**src/rtl/acc_row_buffer.sv**
```systemverilog
// acc_row_buffer: DEPTH-row x LANES signed accumulation FIFO with LOAD/DRAIN handshakes.
// Define ACC_ROW_BUFFER_SATURATE_EN to clamp accumulates per lane and drive the sticky acc_sat flag.
module acc_row_buffer #(
  parameter int DATA_WIDTH = 16,
  parameter int LANES      = 2,
  parameter int DEPTH      = 8
) (
  input  logic                         clk,
  input  logic                         rst,
  input  logic                         wr_valid,
  input  logic                         wr_acc,
  input  logic [LANES*DATA_WIDTH-1:0]  wr_data,
  output logic                         wr_ready,
  input  logic                         drain_start,
  output logic                         rd_valid,
  input  logic                         rd_ready,
  output logic [LANES*DATA_WIDTH-1:0]  rd_data,
  output logic [$clog2(DEPTH+1)-1:0]   count,
  output logic                         busy,
  output logic                         acc_sat
);
  localparam int PW = $clog2(DEPTH);
  localparam int CW = $clog2(DEPTH + 1);
  localparam int DW = DATA_WIDTH;
  localparam int RW = LANES * DATA_WIDTH;

  typedef enum logic {LOAD, DRAIN} state_t;

  state_t          state_q, state_d;
  logic [PW-1:0]   head_q, head_d, tail_q, tail_d, acc_off_q, acc_off_d;
  logic [CW-1:0]   count_q, count_d;
  logic            rd_valid_q, rd_valid_d;
  logic [RW-1:0]   rd_data_q, rd_data_d;
  logic [RW-1:0]   mem_q [DEPTH];

  logic            mem_we;
  logic [PW-1:0]   mem_waddr;
  logic [RW-1:0]   mem_wdata;
  logic [PW:0]     acc_sum_idx;
  logic [PW-1:0]   acc_idx;
  logic [RW-1:0]   acc_old, acc_row;
  logic            store_fire, acc_fire;

  function automatic logic [PW-1:0] ptr_inc(input logic [PW-1:0] p);
    return (p == PW'(DEPTH - 1)) ? '0 : p + PW'(1);
  endfunction

  assign wr_ready   = (state_q == LOAD) && (wr_acc ? (count_q != '0) : (count_q != CW'(DEPTH)));
  assign store_fire = wr_valid && wr_ready && !wr_acc;
  assign acc_fire   = wr_valid && wr_ready && wr_acc;

  // Accumulate target is acc_off rows past head, modulo DEPTH (DEPTH need not be a power of two).
  assign acc_sum_idx = {1'b0, head_q} + {1'b0, acc_off_q};
  assign acc_idx     = (acc_sum_idx >= (PW+1)'(DEPTH)) ? PW'(acc_sum_idx - (PW+1)'(DEPTH))
                                                       : acc_sum_idx[PW-1:0];
  assign acc_old     = mem_q[acc_idx];

`ifdef ACC_ROW_BUFFER_SATURATE_EN
  logic          acc_clamp;
  logic [DW:0]   lane_sum;
  logic          acc_sat_q, acc_sat_d;

  always_comb begin
    acc_row   = '0;
    acc_clamp = 1'b0;
    lane_sum  = '0;
    for (int i = 0; i < LANES; i++) begin
      lane_sum = {acc_old[i*DW+DW-1], acc_old[i*DW +: DW]} + {wr_data[i*DW+DW-1], wr_data[i*DW +: DW]};
      if (lane_sum[DW] != lane_sum[DW-1]) begin
        acc_clamp           = 1'b1;
        acc_row[i*DW +: DW] = lane_sum[DW] ? {1'b1, {(DW-1){1'b0}}} : {1'b0, {(DW-1){1'b1}}};
      end else begin
        acc_row[i*DW +: DW] = lane_sum[DW-1:0];
      end
    end
  end

  always_comb begin
    acc_sat_d = acc_sat_q | (acc_fire & acc_clamp);
  end

  always_ff @(posedge clk) begin
    if (rst) acc_sat_q <= 1'b0;
    else     acc_sat_q <= acc_sat_d;
  end

  assign acc_sat = acc_sat_q;
`else
  always_comb begin
    acc_row = '0;
    for (int i = 0; i < LANES; i++) begin
      acc_row[i*DW +: DW] = acc_old[i*DW +: DW] + wr_data[i*DW +: DW];
    end
  end

  assign acc_sat = 1'b0;
`endif

  always_comb begin
    state_d    = state_q;
    head_d     = head_q;
    tail_d     = tail_q;
    acc_off_d  = acc_off_q;
    count_d    = count_q;
    rd_valid_d = rd_valid_q;
    rd_data_d  = rd_data_q;
    mem_we     = 1'b0;
    mem_waddr  = tail_q;
    mem_wdata  = wr_data;
    unique case (state_q)
      LOAD: begin
        if (store_fire) begin
          mem_we    = 1'b1;
          tail_d    = ptr_inc(tail_q);
          count_d   = count_q + CW'(1);
          acc_off_d = '0;
        end else if (acc_fire) begin
          mem_we    = 1'b1;
          mem_waddr = acc_idx;
          mem_wdata = acc_row;
          acc_off_d = (CW'(acc_off_q) + CW'(1) == count_q) ? '0 : acc_off_q + PW'(1);
        end
        // Uses the pre-write count, so a write in the same cycle still lands before the drain.
        if (drain_start && count_q != '0) state_d = DRAIN;
      end
      DRAIN: begin
        if ((!rd_valid_q || rd_ready) && count_q != '0) begin
          rd_data_d  = mem_q[head_q];
          rd_valid_d = 1'b1;
          head_d     = ptr_inc(head_q);
          count_d    = count_q - CW'(1);
        end else if (rd_valid_q && rd_ready) begin
          rd_valid_d = 1'b0;
          state_d    = LOAD;
          acc_off_d  = '0;
        end
      end
    endcase
  end

  always_ff @(posedge clk) begin
    if (rst) begin
      state_q    <= LOAD;
      head_q     <= '0;
      tail_q     <= '0;
      acc_off_q  <= '0;
      count_q    <= '0;
      rd_valid_q <= 1'b0;
      rd_data_q  <= '0;
    end else begin
      state_q    <= state_d;
      head_q     <= head_d;
      tail_q     <= tail_d;
      acc_off_q  <= acc_off_d;
      count_q    <= count_d;
      rd_valid_q <= rd_valid_d;
      rd_data_q  <= rd_data_d;
    end
  end

  always_ff @(posedge clk) begin
    if (mem_we) mem_q[mem_waddr] <= mem_wdata;
  end

  assign rd_valid = rd_valid_q;
  assign rd_data  = rd_data_q;
  assign count    = count_q;
  assign busy     = (state_q == DRAIN);

endmodule

```
**config.mk**
```make
export PLATFORM = sky130hd
export DESIGN_NAME = acc_row_buffer
export DESIGN_NICKNAME = d
export VERILOG_FILES = /design/src/rtl/acc_row_buffer.sv
export SDC_FILE = /design/constraint.sdc
export NUM_CORES = 1
export LEC_CHECK = 0
export CORE_AREA = 2 2 201 163
export DETAILED_ROUTE_END_ITERATION = 10
export DIE_AREA = 0 0 203 165
export HOLD_SLACK_MARGIN = 0.08
export PLACE_DENSITY = 0.76
export SYNTH_ARGS = -nofsm -noshare
export SYNTH_HDL_FRONTEND = slang
export SYNTH_SLANG_ARGS = --single-unit
```
**constraint.sdc**
```tcl
create_clock -name clk -period 6.27 [get_ports clk]
set_clock_uncertainty 0.1 [all_clocks]
set_input_delay 1.254 -clock clk [delete_from_list [all_inputs] [get_ports clk]]
set_output_delay 1.254 -clock clk [all_outputs]
set_load 0.005 [all_outputs]
```
==> flow_summary.ini <==
[clocking]
cts-buffers-inserted = 30
insertion_delay_ns = 0.57
cts.sinks = 303
cts_tree = built
cts_resized = 0
cts_hold_buf = 0
post_cts_buffers = 0
path_clk_slew_ns = 0.06
htree_levels = 1
root_buffer = clkbuf_16
cts_max_path_buffers = 3

[timing]
tightest_slew_ns = 1.161
hold_viol = 0
rsz0062_at_grt = false
maxSlewHeadroom_pct = 22.58
fin_crit_ns = 5.426
fin_tns_setup_ns = 0
max_freq_mhz = 184.3
min_period_over_period_pct = 86.54
maxSlewViolCount = 0
setup_viol = 0

[route]
drt-total-wl_um = 36400
drt_pre_antenna_iters = 5
via_count = 9585
drt_iter0_drc = 977
wire_per_inst_um = 24.08
viasPerCell = 6.339
drc_errors = 0
ant_nets = 0

[layout]
final_nets = 1155
drive_gt1_share_pct = 22.99
design_area_um2 = 17820
utilization_pct = 56.96
antenna_cells = 0
syn_to_final_growth_pct = 14.69

[critical_path]
crit_family = compound AO/OA/AOI/OAI gates
crit_path_top_delay_cell = xnor3_2
cp-start-kind = flip-flop
cp.required_ns = 6.43
cpMostUsedCell = a21o_1
end_kind = flip-flop
slowest_delay_ns = 0.73
cp_max_fo = 24
path_cells = ha_4 > inv_1 > fa_2 > xnor3_2 > mux4_2 > mux2_2 > ha_1 > fa_1 > a21o_1 > a21o_1 > a211o_1 > and4_1 > o31a_1 > o31ai_1
cp_data_arrival_time_ns = 5.59
path_class = flip-flop to flip-flop
worst-path-buf-inv = 1

[yosys]
seq_area_frac_synth_pct = 55.54
synth_edf_count = 256
yosysUniqueCellTypes = 66
ys_warn_count = 0
syn_area_um2 = 15530
synth_area_per_cell_um2 = 15.53
synth_top_flop_cell = edfxtp_1
ys_async_sr_fraction_pct = 0
synth.net_count = 1085
synth_seq_cells = 303
synthCells = 1000

[floorplanning]
start_util_pct = 49.67
io_pins = 78
core_area_um2 = 31280
die_area_um2 = 33500
dieWidth_um = 203
placementRows = 58
die_h_um = 165

[placed_design]
placed_area_um2 = 16750
hpwlAfterDp_um = 23110
gp_congestion = 0.8361
port_buffers = 76

[global_route]
met3_usage_pct = 3.808
grt-busiest-layer = met2
antenna_found_initial = 0
grt_max_degree = 70
grt_overflow = 0
grt_pass1_vias = 9486
grt_pass1_wl_um = 56500
grt_use_total_pct = 22.22
grt_use_met1_pct = 32.12
use_met2_pct = 35.79

[power_and_ir_drop]
power.leakage_nw = 5.707
power_per_cell_area_nw_per_um2 = 371.6
max-vdd-ir-drop_mv = 0.2198
power_mw = 6.621

[run]
maxCapViolations = 0

[min_path]
hp-class = flip-flop to flip-flop

[outcome]
status = complete, no violations
==> report_power, final <==
part           internal [mW]  switching [mW]  total (mW)  leakage (nW)
logic                   1.01            1.13        2.14          2.49
clock network           1.18           0.748        1.93         0.516
registers               2.45          0.0940        2.55          2.70
==> synth_stat cells, drive strengths merged (5+ instances only) <==
library cell  instances  area (um2)
inv                  13       48.80
mux2i                41       422.9
nand3                 9       45.04
xor2                 14       122.6
dfxtp                47       940.9
mux4                128        2883
nor2                 71       266.5
a21oi                26       130.1
and3                  6       42.54
ha                   43       538.0
clkbuf               21       78.83
o21ai                34       170.2
xnor2                12       105.1
nor3                  9       45.04
nand2                56       210.2
a211oi               39       292.8
mux2                 32       364.1
a21o                 16       120.1
nand4                 5       31.28
buf                  40       256.5
edfxtp              256        7687
a31oi                 8       50.05
==> layout make-up <==
| type | count | area [um2] |
|---|---|---|
| clock inverters | 18 | 271.5 |
| fillers | 2372 | 13460 |
| clock buffers | 36 | 793.3 |
| well taps | 420 | 525.5 |
| flip-flops and latches | 303 | 8635 |
| repair buffers | 99 | 940.9 |
| inverters | 13 | 48.80 |
| multi-input cells | 623 | 6603 |
==> through the flow <==
stage | hold WS (ns) | cells | setup WS (ns)
2_1_floorplan | 0.3939 | 1000 | 1.107
3_3_place_gp | 0.3848 | 1458 | 0.9931
3_5_place_dp | 0.3905 | 1458 | 0.8849
4_1_cts | 0.3987 | 1512 | 0.8566
5_1_grt | 0.4231 | 1512 | 0.5289
6_report | 0.3968 | 1512 | 0.8438
==> placed cells by master, fill, tap and decap left out, types with 31 or more instances in the layout <==
cell,netlist,final
o21ai_0,34,34
mux4_2,128,128
clkdlybuf4s50_1,0,75
mux2_2,31,31
edfxtp_1,256,256
mux2i_1,40,40
nand2_1,56,56
nor2_1,71,63
a211oi_1,39,39
dfxtp_1,47,44
ha_1,43,42
==> routing by layer <==
| layer | wire, um | vias up |
|---|---|---|
| li1 | - | 4210 |
| met2 | 17060 | 418 |
| met4 | 574 | 0 |
| met3 | 2770 | 39 |
| met5 | 0 | - |
| met1 | 16000 | 4918 |
==> worst min-delay path: cells and delay by family (launching register included) <==
family | cells | cell delay [ns]
and+or+nand+nor | 1 | 0.09
DFF | 1 | 0.31
AOI/OAI and AO/OA | 1 | 0.05
==> sequential cells by signal, indices dropped and copies added (netlist names) <==
signal and count:
rd_valid 1, count 4, mem_q 256, tail_q 3
busy 1, head_q 3, rd_data 32, acc_off_q 3
==> cells by family (layout without fill, tap and decap cells) <==
kind of cell               after synthesis  count (layout)  synth area share, %
DFF                                    303             303                55.54
muxes                                  201             201                23.62
and+or+nand+nor                        186             186                5.574
AOI/OAI and AO/OA                      161             161                7.168
buffers and inverters                   74             166                2.473
adders and majority gates               47              47                3.979
xor gates and xnor gates                27              27                1.619
other                                    1               1              0.02414
==> final timing paths <==
check / from / endpoint / slack [ns] / cells past startpoint
worst max register to register: acc_off_q[0] / mem_q[5][14] / 0.84 / 14
worst min register to register: rd_data[29] / rd_data[29] / 0.40 / 2
worst min-delay path: rd_data[29] / rd_data[29] / 0.40 / 2
worst max-delay path: acc_off_q[0] / mem_q[5][14] / 0.84 / 14
Note: power is estimated with default switching activity, not from simulation.
